==> config.mk <==
export PLATFORM = sky130hd
export DESIGN_NAME = ncl_alu_bridge_flat
export DESIGN_NICKNAME = d
export VERILOG_FILES = /design/src/rtl/ncl_alu_bridge_pkg.sv /design/src/rtl/ncl_alu_bridge_if.sv /design/src/rtl/ncl_alu_bridge_sync.sv /design/src/rtl/ncl_alu_bridge.sv /design/src/flat_wrapper.sv
export SDC_FILE = /design/constraint.sdc
export NUM_CORES = 1
export LEC_CHECK = 0
export ABC_AREA = 1
export CORE_ASPECT_RATIO = 2
export CORE_MARGIN = 2
export CORE_UTILIZATION = 49
export CTS_CLUSTER_DIAMETER = 30
export DETAILED_ROUTE_END_ITERATION = 10
export GPL_TIMING_DRIVEN = 0
export HOLD_SLACK_MARGIN = 0.15
export PLACE_DENSITY = 0.88
export SYNTH_ARGS = -nofsm -noshare
export SYNTH_HDL_FRONTEND = slang
export SYNTH_SLANG_ARGS = --single-unit
==> constraint.sdc <==
create_clock -name clk -period 1.7 [get_ports clk]
set_input_delay 0.255 -clock clk [delete_from_list [all_inputs] [get_ports clk]]
set_output_delay 0.255 -clock clk [all_outputs]
set_load 0.005 [all_outputs]
==> src/rtl/ncl_alu_bridge_pkg.sv <==
// ncl_alu_bridge_pkg: dual-rail codes, op codes, FSM states and the bit encoder shared by the bridge
package ncl_alu_bridge_pkg;
  localparam logic [1:0] DR_ONE  = 2'b10;
  localparam logic [1:0] DR_ZERO = 2'b01;
  localparam logic [1:0] DR_NULL = 2'b00;
  localparam logic [1:0] DR_ILL  = 2'b11;
  localparam logic OP_ADD = 1'b0;
  localparam logic OP_SUB = 1'b1;
  typedef enum logic [2:0] {S_INIT, S_IDLE, S_DATA, S_NULLP, S_RESP, S_ERRN, S_FAULT} state_t;
  function automatic logic [1:0] dr_enc(input logic b);
    return b ? DR_ONE : DR_ZERO;
  endfunction
endpackage

==> src/rtl/ncl_alu_bridge_if.sv <==
// ncl_alu_bridge_if: operand/result handshakes, dual-rail ALU bus and fault flag
// slave = bridge side, master = environment (producer, ALU, consumer)
interface ncl_alu_bridge_if #(parameter int WIDTH = 4);
  logic in_valid, in_ready, in_op;
  logic [WIDTH-1:0] in_a, in_b;
  logic [2*WIDTH-1:0] alu_a, alu_b, alu_soma;
  logic [1:0] alu_opr, alu_of, alu_neg, alu_zero;
  logic out_valid, out_ready, out_of, out_neg, out_zero, out_err, fault;
  logic [WIDTH-1:0] out_sum;
  modport slave (
    input in_valid, in_a, in_b, in_op, alu_soma, alu_of, alu_neg, alu_zero, out_ready,
    output in_ready, alu_a, alu_b, alu_opr, out_valid, out_sum, out_of, out_neg, out_zero, out_err, fault
  );
  modport master (
    output in_valid, in_a, in_b, in_op, alu_soma, alu_of, alu_neg, alu_zero, out_ready,
    input in_ready, alu_a, alu_b, alu_opr, out_valid, out_sum, out_of, out_neg, out_zero, out_err, fault
  );
endinterface

==> src/rtl/ncl_alu_bridge_sync.sv <==
// ncl_alu_bridge_sync: STAGES-deep single-bit synchroniser, async active-low reset to 0
// ports: clk, rst_n, i_d (async input), o_q (synchronised output)
module ncl_alu_bridge_sync #(parameter int STAGES = 2) (
  input  logic clk,
  input  logic rst_n,
  input  logic i_d,
  output logic o_q
);
  logic [STAGES-1:0] r_ff;
  always_ff @(posedge clk or negedge rst_n)
    if (!rst_n) r_ff <= '0;
    else r_ff <= {r_ff[STAGES-2:0], i_d};
  assign o_q = r_ff[STAGES-1];
endmodule

==> src/rtl/ncl_alu_bridge.sv <==
// ncl_alu_bridge: single-rail valid/ready to dual-rail NCL ALU bridge with completion detect and timeout
// ports: clk, rst_n (async active-low), bus (ncl_alu_bridge_if.slave: operand in, ALU dual-rail, result out, fault)
module ncl_alu_bridge
  import ncl_alu_bridge_pkg::*;
#(
  parameter int WIDTH       = 4,
  parameter int SYNC_STAGES = 2,
  parameter int TIMEOUT     = 64
) (
  input logic clk,
  input logic rst_n,
  ncl_alu_bridge_if.slave bus
);
  localparam int NP = WIDTH + 3;
  localparam int CW = $clog2(TIMEOUT + 1);
  state_t r_state;
  logic [CW-1:0] r_cnt;
  logic [2*WIDTH-1:0] r_a, r_b;
  logic [1:0] r_opr;
  logic [WIDTH-1:0] r_sum;
  logic r_of, r_neg, r_zero, r_err, r_in_ready, r_out_valid, r_fault;
  logic [2*NP-1:0] w_dr;
  logic [NP-1:0] w_one, w_ill;
  logic [2*WIDTH-1:0] w_enc_a, w_enc_b;
  logic [WIDTH-1:0] w_sum;
  logic w_complete, w_allnull, w_illegal, w_s_complete, w_s_allnull, w_s_illegal, w_tout;
  assign w_dr = {bus.alu_soma, bus.alu_of, bus.alu_neg, bus.alu_zero};
  for (genvar i = 0; i < NP; i++) begin : g_pair
    assign w_one[i] = ^w_dr[2*i+:2];
    assign w_ill[i] = w_dr[2*i+:2] == DR_ILL;
  end
  for (genvar j = 0; j < WIDTH; j++) begin : g_bit
    assign w_enc_a[2*j+:2] = dr_enc(bus.in_a[j]);
    assign w_enc_b[2*j+:2] = dr_enc(bus.in_b[j]);
    assign w_sum[j] = bus.alu_soma[2*j+1];
  end
  assign w_complete = &w_one;
  assign w_allnull  = ~|w_dr;
  assign w_illegal  = |w_ill;
  ncl_alu_bridge_sync #(.STAGES(SYNC_STAGES)) u_sync_complete (.clk(clk), .rst_n(rst_n), .i_d(w_complete), .o_q(w_s_complete));
  ncl_alu_bridge_sync #(.STAGES(SYNC_STAGES)) u_sync_allnull  (.clk(clk), .rst_n(rst_n), .i_d(w_allnull),  .o_q(w_s_allnull));
  ncl_alu_bridge_sync #(.STAGES(SYNC_STAGES)) u_sync_illegal  (.clk(clk), .rst_n(rst_n), .i_d(w_illegal),  .o_q(w_s_illegal));
  assign w_tout = r_cnt == CW'(TIMEOUT - 1);
  // Raw ALU outputs are sampled only once completion has been synchronised; they hold DATA until NULL is sent.
  always_ff @(posedge clk or negedge rst_n)
    if (!rst_n) begin
      r_state     <= S_INIT;
      r_cnt       <= '0;
      r_a         <= {WIDTH{DR_NULL}};
      r_b         <= {WIDTH{DR_NULL}};
      r_opr       <= DR_NULL;
      r_sum       <= '0;
      r_of        <= 1'b0;
      r_neg       <= 1'b0;
      r_zero      <= 1'b0;
      r_err       <= 1'b0;
      r_in_ready  <= 1'b0;
      r_out_valid <= 1'b0;
      r_fault     <= 1'b0;
    end else begin
      r_cnt <= r_cnt + CW'(1);
      case (r_state)
        S_INIT, S_NULLP, S_ERRN:
          if (w_s_allnull) begin
            r_cnt       <= '0;
            r_state     <= r_state == S_INIT ? S_IDLE : S_RESP;
            r_in_ready  <= r_state == S_INIT;
            r_out_valid <= r_state != S_INIT;
          end else if (w_tout) begin
            r_cnt   <= '0;
            r_state <= S_FAULT;
            r_fault <= 1'b1;
          end
        S_IDLE: begin
          r_cnt <= '0;
          if (bus.in_valid) begin
            r_a        <= w_enc_a;
            r_b        <= w_enc_b;
            r_opr      <= dr_enc(bus.in_op == OP_SUB);
            r_in_ready <= 1'b0;
            r_state    <= S_DATA;
          end
        end
        S_DATA:
          if (w_s_illegal || w_s_complete || w_tout) begin
            r_cnt   <= '0;
            r_a     <= {WIDTH{DR_NULL}};
            r_b     <= {WIDTH{DR_NULL}};
            r_opr   <= DR_NULL;
            r_state <= w_s_illegal || !w_s_complete ? S_ERRN : S_NULLP;
            r_err   <= w_s_illegal || !w_s_complete;
            r_sum   <= w_s_illegal || !w_s_complete ? '0 : w_sum;
            r_of    <= !w_s_illegal && w_s_complete && bus.alu_of[1];
            r_neg   <= !w_s_illegal && w_s_complete && bus.alu_neg[1];
            r_zero  <= !w_s_illegal && w_s_complete && bus.alu_zero[1];
          end
        S_RESP: begin
          r_cnt <= '0;
          if (bus.out_ready) begin
            r_state     <= S_IDLE;
            r_out_valid <= 1'b0;
            r_in_ready  <= 1'b1;
          end
        end
        default: r_cnt <= '0;
      endcase
    end
  assign bus.in_ready  = r_in_ready;
  assign bus.alu_a     = r_a;
  assign bus.alu_b     = r_b;
  assign bus.alu_opr   = r_opr;
  assign bus.out_valid = r_out_valid;
  assign bus.out_sum   = r_sum;
  assign bus.out_of    = r_of;
  assign bus.out_neg   = r_neg;
  assign bus.out_zero  = r_zero;
  assign bus.out_err   = r_err;
  assign bus.fault     = r_fault;
endmodule
==> src/flat_wrapper.sv <==
// flat-port wrapper written by rule: the top's interface ports become plain ports
module ncl_alu_bridge_flat import ncl_alu_bridge_pkg::*;
#(
  parameter int WIDTH       = 4,
  parameter int SYNC_STAGES = 2,
  parameter int TIMEOUT     = 64
)
  (clk, rst_n, bus_in_valid, bus_in_a, bus_in_b, bus_in_op, bus_alu_soma, bus_alu_of, bus_alu_neg, bus_alu_zero, bus_out_ready, bus_in_ready, bus_alu_a, bus_alu_b, bus_alu_opr, bus_out_valid, bus_out_sum, bus_out_of, bus_out_neg, bus_out_zero, bus_out_err, bus_fault);
  ncl_alu_bridge_if #(.WIDTH(WIDTH)) bus_i ();
  input logic clk;
  input logic rst_n;
  input wire logic [$bits(bus_i.in_valid)-1:0] bus_in_valid;
  input wire logic [$bits(bus_i.in_a)-1:0] bus_in_a;
  input wire logic [$bits(bus_i.in_b)-1:0] bus_in_b;
  input wire logic [$bits(bus_i.in_op)-1:0] bus_in_op;
  input wire logic [$bits(bus_i.alu_soma)-1:0] bus_alu_soma;
  input wire logic [$bits(bus_i.alu_of)-1:0] bus_alu_of;
  input wire logic [$bits(bus_i.alu_neg)-1:0] bus_alu_neg;
  input wire logic [$bits(bus_i.alu_zero)-1:0] bus_alu_zero;
  input wire logic [$bits(bus_i.out_ready)-1:0] bus_out_ready;
  output wire logic [$bits(bus_i.in_ready)-1:0] bus_in_ready;
  output wire logic [$bits(bus_i.alu_a)-1:0] bus_alu_a;
  output wire logic [$bits(bus_i.alu_b)-1:0] bus_alu_b;
  output wire logic [$bits(bus_i.alu_opr)-1:0] bus_alu_opr;
  output wire logic [$bits(bus_i.out_valid)-1:0] bus_out_valid;
  output wire logic [$bits(bus_i.out_sum)-1:0] bus_out_sum;
  output wire logic [$bits(bus_i.out_of)-1:0] bus_out_of;
  output wire logic [$bits(bus_i.out_neg)-1:0] bus_out_neg;
  output wire logic [$bits(bus_i.out_zero)-1:0] bus_out_zero;
  output wire logic [$bits(bus_i.out_err)-1:0] bus_out_err;
  output wire logic [$bits(bus_i.fault)-1:0] bus_fault;
  assign bus_i.in_valid = bus_in_valid;
  assign bus_i.in_a = bus_in_a;
  assign bus_i.in_b = bus_in_b;
  assign bus_i.in_op = bus_in_op;
  assign bus_i.alu_soma = bus_alu_soma;
  assign bus_i.alu_of = bus_alu_of;
  assign bus_i.alu_neg = bus_alu_neg;
  assign bus_i.alu_zero = bus_alu_zero;
  assign bus_i.out_ready = bus_out_ready;
  assign bus_in_ready = bus_i.in_ready;
  assign bus_alu_a = bus_i.alu_a;
  assign bus_alu_b = bus_i.alu_b;
  assign bus_alu_opr = bus_i.alu_opr;
  assign bus_out_valid = bus_i.out_valid;
  assign bus_out_sum = bus_i.out_sum;
  assign bus_out_of = bus_i.out_of;
  assign bus_out_neg = bus_i.out_neg;
  assign bus_out_zero = bus_i.out_zero;
  assign bus_out_err = bus_i.out_err;
  assign bus_fault = bus_i.fault;
  ncl_alu_bridge #(.WIDTH(WIDTH), .SYNC_STAGES(SYNC_STAGES), .TIMEOUT(TIMEOUT)) u_core (.clk(clk), .rst_n(rst_n), .bus(bus_i));
endmodule
==> out/qor.yml <==
drt_first_pass_iters: 5
die_area_um2: 5380
grt_first_pass_wirelength_um: 8820
min_path_type: "input pin to async pin"
core_area_um2: 4600
finalHoldViolations: 0
clock-sinks: 45
cp.arrival_ns: 1.77
tightest_slew_ns: 0.498
ys_warn_count: 0
antenna_found_initial: 0
nets: 396
path_clk_slew_ns: 0.09
crit_fanout: 10
drc: 0
cp-start-kind: "flip-flop"
setup_viol: 0
start_util: 0.509
slowest_delay_ns: 0.36
path_class: "flip-flop to flip-flop"
syn_inst: 279
diodes: 0
numCtsBuffers: 5
grt_pass1_vias: 2065
power_density_nw_per_um2: 1400
clock_latency_ns: 0.31
multi_input_area_um2: 1060
grt_overflow: 0
io_buffer_count: 55
synth_area_um2: 2340
synthArstFlopShare: 1.00
ioPinCount: 56
r2r_start: "u_core.r_cnt[0]"
slew_headroom: 0.665
clock_tree.buffer_depth: 2
pre_cts_ws_ns: -0.00841
drtIter0Drc: 46
synth_top_area_frac: 0.481
drive_above_1_share: 0.121
n_fill_cell: 369
r2r_setup_slack_ns: 0.14
wl_um: 5340
slowest_stage: "dfrtp_1"
fin_area_um2: 3190
rsz0062_at_grt: "no"
synth_nets: 321
dp.final_hpwl_um: 4050
synth_most_common_cell: "nand2_1"
synthFlopType: "dfrtp_1"
finClkSkew_ns: 0.00651
die_h_um: 102
end_kind: "flip-flop"
worstReg2RegEnd: "u_core.bus.alu_a[7]"
htreeDepth: 2
p_total_mw: 4.45
r2r_cells: 11
grt_max_degree: 36
via_per_inst: 5.13
seq_area_um2: 1130
syn_to_final_growth_pct: 36.2
post_drt_wl_per_cell_um: 13.0
outcome: "finished clean"
min_period_ns: 1.56
synth-seq-area-share: 0.481
crit_path_frequent_cell: "nand2_8"
slew_viol_final: 0
finalWorstSetupSlack_ns: 0.141
dpl_cell_area_um2: 2970
synth_edf_count: 0
clockRootBuffer: "clkbuf_8"
synth_common_cells: "nand2_1, dfrtp_1, inv_1"
ys_ff_latch: 45
grt_use_total: 0.223
yosysUniqueCellTypes: 24
die_x_um: 52.9
p_leak_nw: 1.63
fmax_ghz: 0.641
antenna_left: 0
required_ns: 1.91
yosysTopAreaCell: "dfrtp_1"
period_share: 0.917
synth.area.top_cells: "dfrtp_1, nand2_1, ha_1"
critical_path.cell_chain: "ha_2 -> nand2_2 -> nor2_4 -> nand3_4 -> nand2_4 -> nand2_8 -> nand2_8 -> nand2_8 -> buf_6 -> nand2_1 -> nand2_1"
gp_congestion: 0.821
row_count: 35
vdd_drop_max_v: 0.000872
via_count: 2103
syn_area_per_cell_um2: 8.39
cap_violations: 0
cts_tree: "built"
area by class of cell:
cell class | count | share of cell area
flip-flops and latches | 45 | 0.353
multi-input cells | 190 | 0.332
repair buffers | 67 | 0.204
inverters | 39 | 0.0459
clock buffers | 5 | 0.0216
well taps | 55 | 0.0216
plain buffers | 6 | 0.0145
clock inverters | 3 | 0.00707
through the flow:
| stage | TNS [ns] | std cells | util | hold WS (ns) |
|---|---|---|---|---|
| after floorplan | 0 | 279 | - | -0.0406 |
| final | 0 | 410 | 0.693 | 0.352 |
| after detailed placement | -0.0116 | 390 | 0.647 | 0.147 |
| after CTS | 0 | 401 | 0.672 | 0.356 |
| after global placement | -33.12 | 389 | 0.644 | 0.333 |
| after global routing | 0 | 410 | 0.693 | 0.361 |
power breakdown:
| part | switching [mW] | total (mW) | internal (mW) |
|---|---|---|---|
| sequential | 0.195 | 1.54 | 1.35 |
| clock | 0.386 | 0.678 | 0.292 |
| combinational | 1.19 | 2.23 | 1.04 |
| total | 1.77 | 4.45 | 2.68 |
worst max path at each step:
stage               cells after the start                  end              start
floorplan                              11  u_core.bus.alu_a[7]    u_core.r_cnt[0]
global placement                        1  u_core.bus.alu_a[2]              rst_n
detailed placement                     11  u_core.bus.alu_a[7]    u_core.r_cnt[0]
CTS                                    11  u_core.bus.alu_a[7]    u_core.r_cnt[0]
global route                            7    u_core.r_state[0]  u_core.r_state[1]
finish                                 11  u_core.bus.alu_a[7]    u_core.r_cnt[0]
cell families after synthesis:
| logic type | share of synthesized area |
|---|---|
| xor+xnor | 0.00374 |
| buf+inv | 0.0824 |
| compound gates | 0.0332 |
| simple gates | 0.319 |
| flops | 0.481 |
| fa+ha+maj | 0.0802 |
critical path, delay by kind of cell, from the launching register on:
family	cells	cell delay [ns]
fa+ha+maj	1	0.19
simple gates	9	0.77
flops	1	0.36
buf+inv	1	0.14
sequential cells by signal, summed over array words and instances (netlist names), 2 cells and up:
| signal | count |
|---|---|
| u_core.r_state | 3 |
| u_core.bus.alu_b | 8 |
| u_core.r_cnt | 7 |
| u_core.bus.out_sum | 4 |
| u_core.u_sync_allnull.r_ff | 2 |
| u_core.bus.alu_a | 8 |
| u_core.bus.alu_opr | 2 |
| u_core.u_sync_illegal.r_ff | 2 |
| u_core.u_sync_complete.r_ff | 2 |
what timing repair did:
item / CTS / global route
endpoints found under the setup margin: 7 / 10
hold buffers: 1 / 0
gates resized for setup: 0 / 4
pin swaps: 1 / 4
setup buffers: 2 / 8
hold endpoints to repair: 45 / 0
gates cloned: 0 / 1
per-layer routing:
layer  global-route usage  part of all wire
met4                0.128             0.037
met5                    0                 0
met2                0.410              0.60
met1                0.224              0.33
met3               0.0369             0.032
cells in the final DEF (no fill, tap or decap), drive strengths merged:
master,synthesis,routed
nand2,79,80
clkdlybuf4s50,0,54
dfrtp,45,45
inv,39,39
nor2,34,34
nand3,33,33
buf,6,18
ha,15,15
o21ai,9,9
nand4,6,6
a21oi,5,5
clkbuf,0,5
nand3b,4,4
clkinv,0,3
xnor2,1,1
nor4,1,1
nor3,1,1
o21bai,1,1
dlygate4sd3,0,1
(Power assumes the default switching activity.)
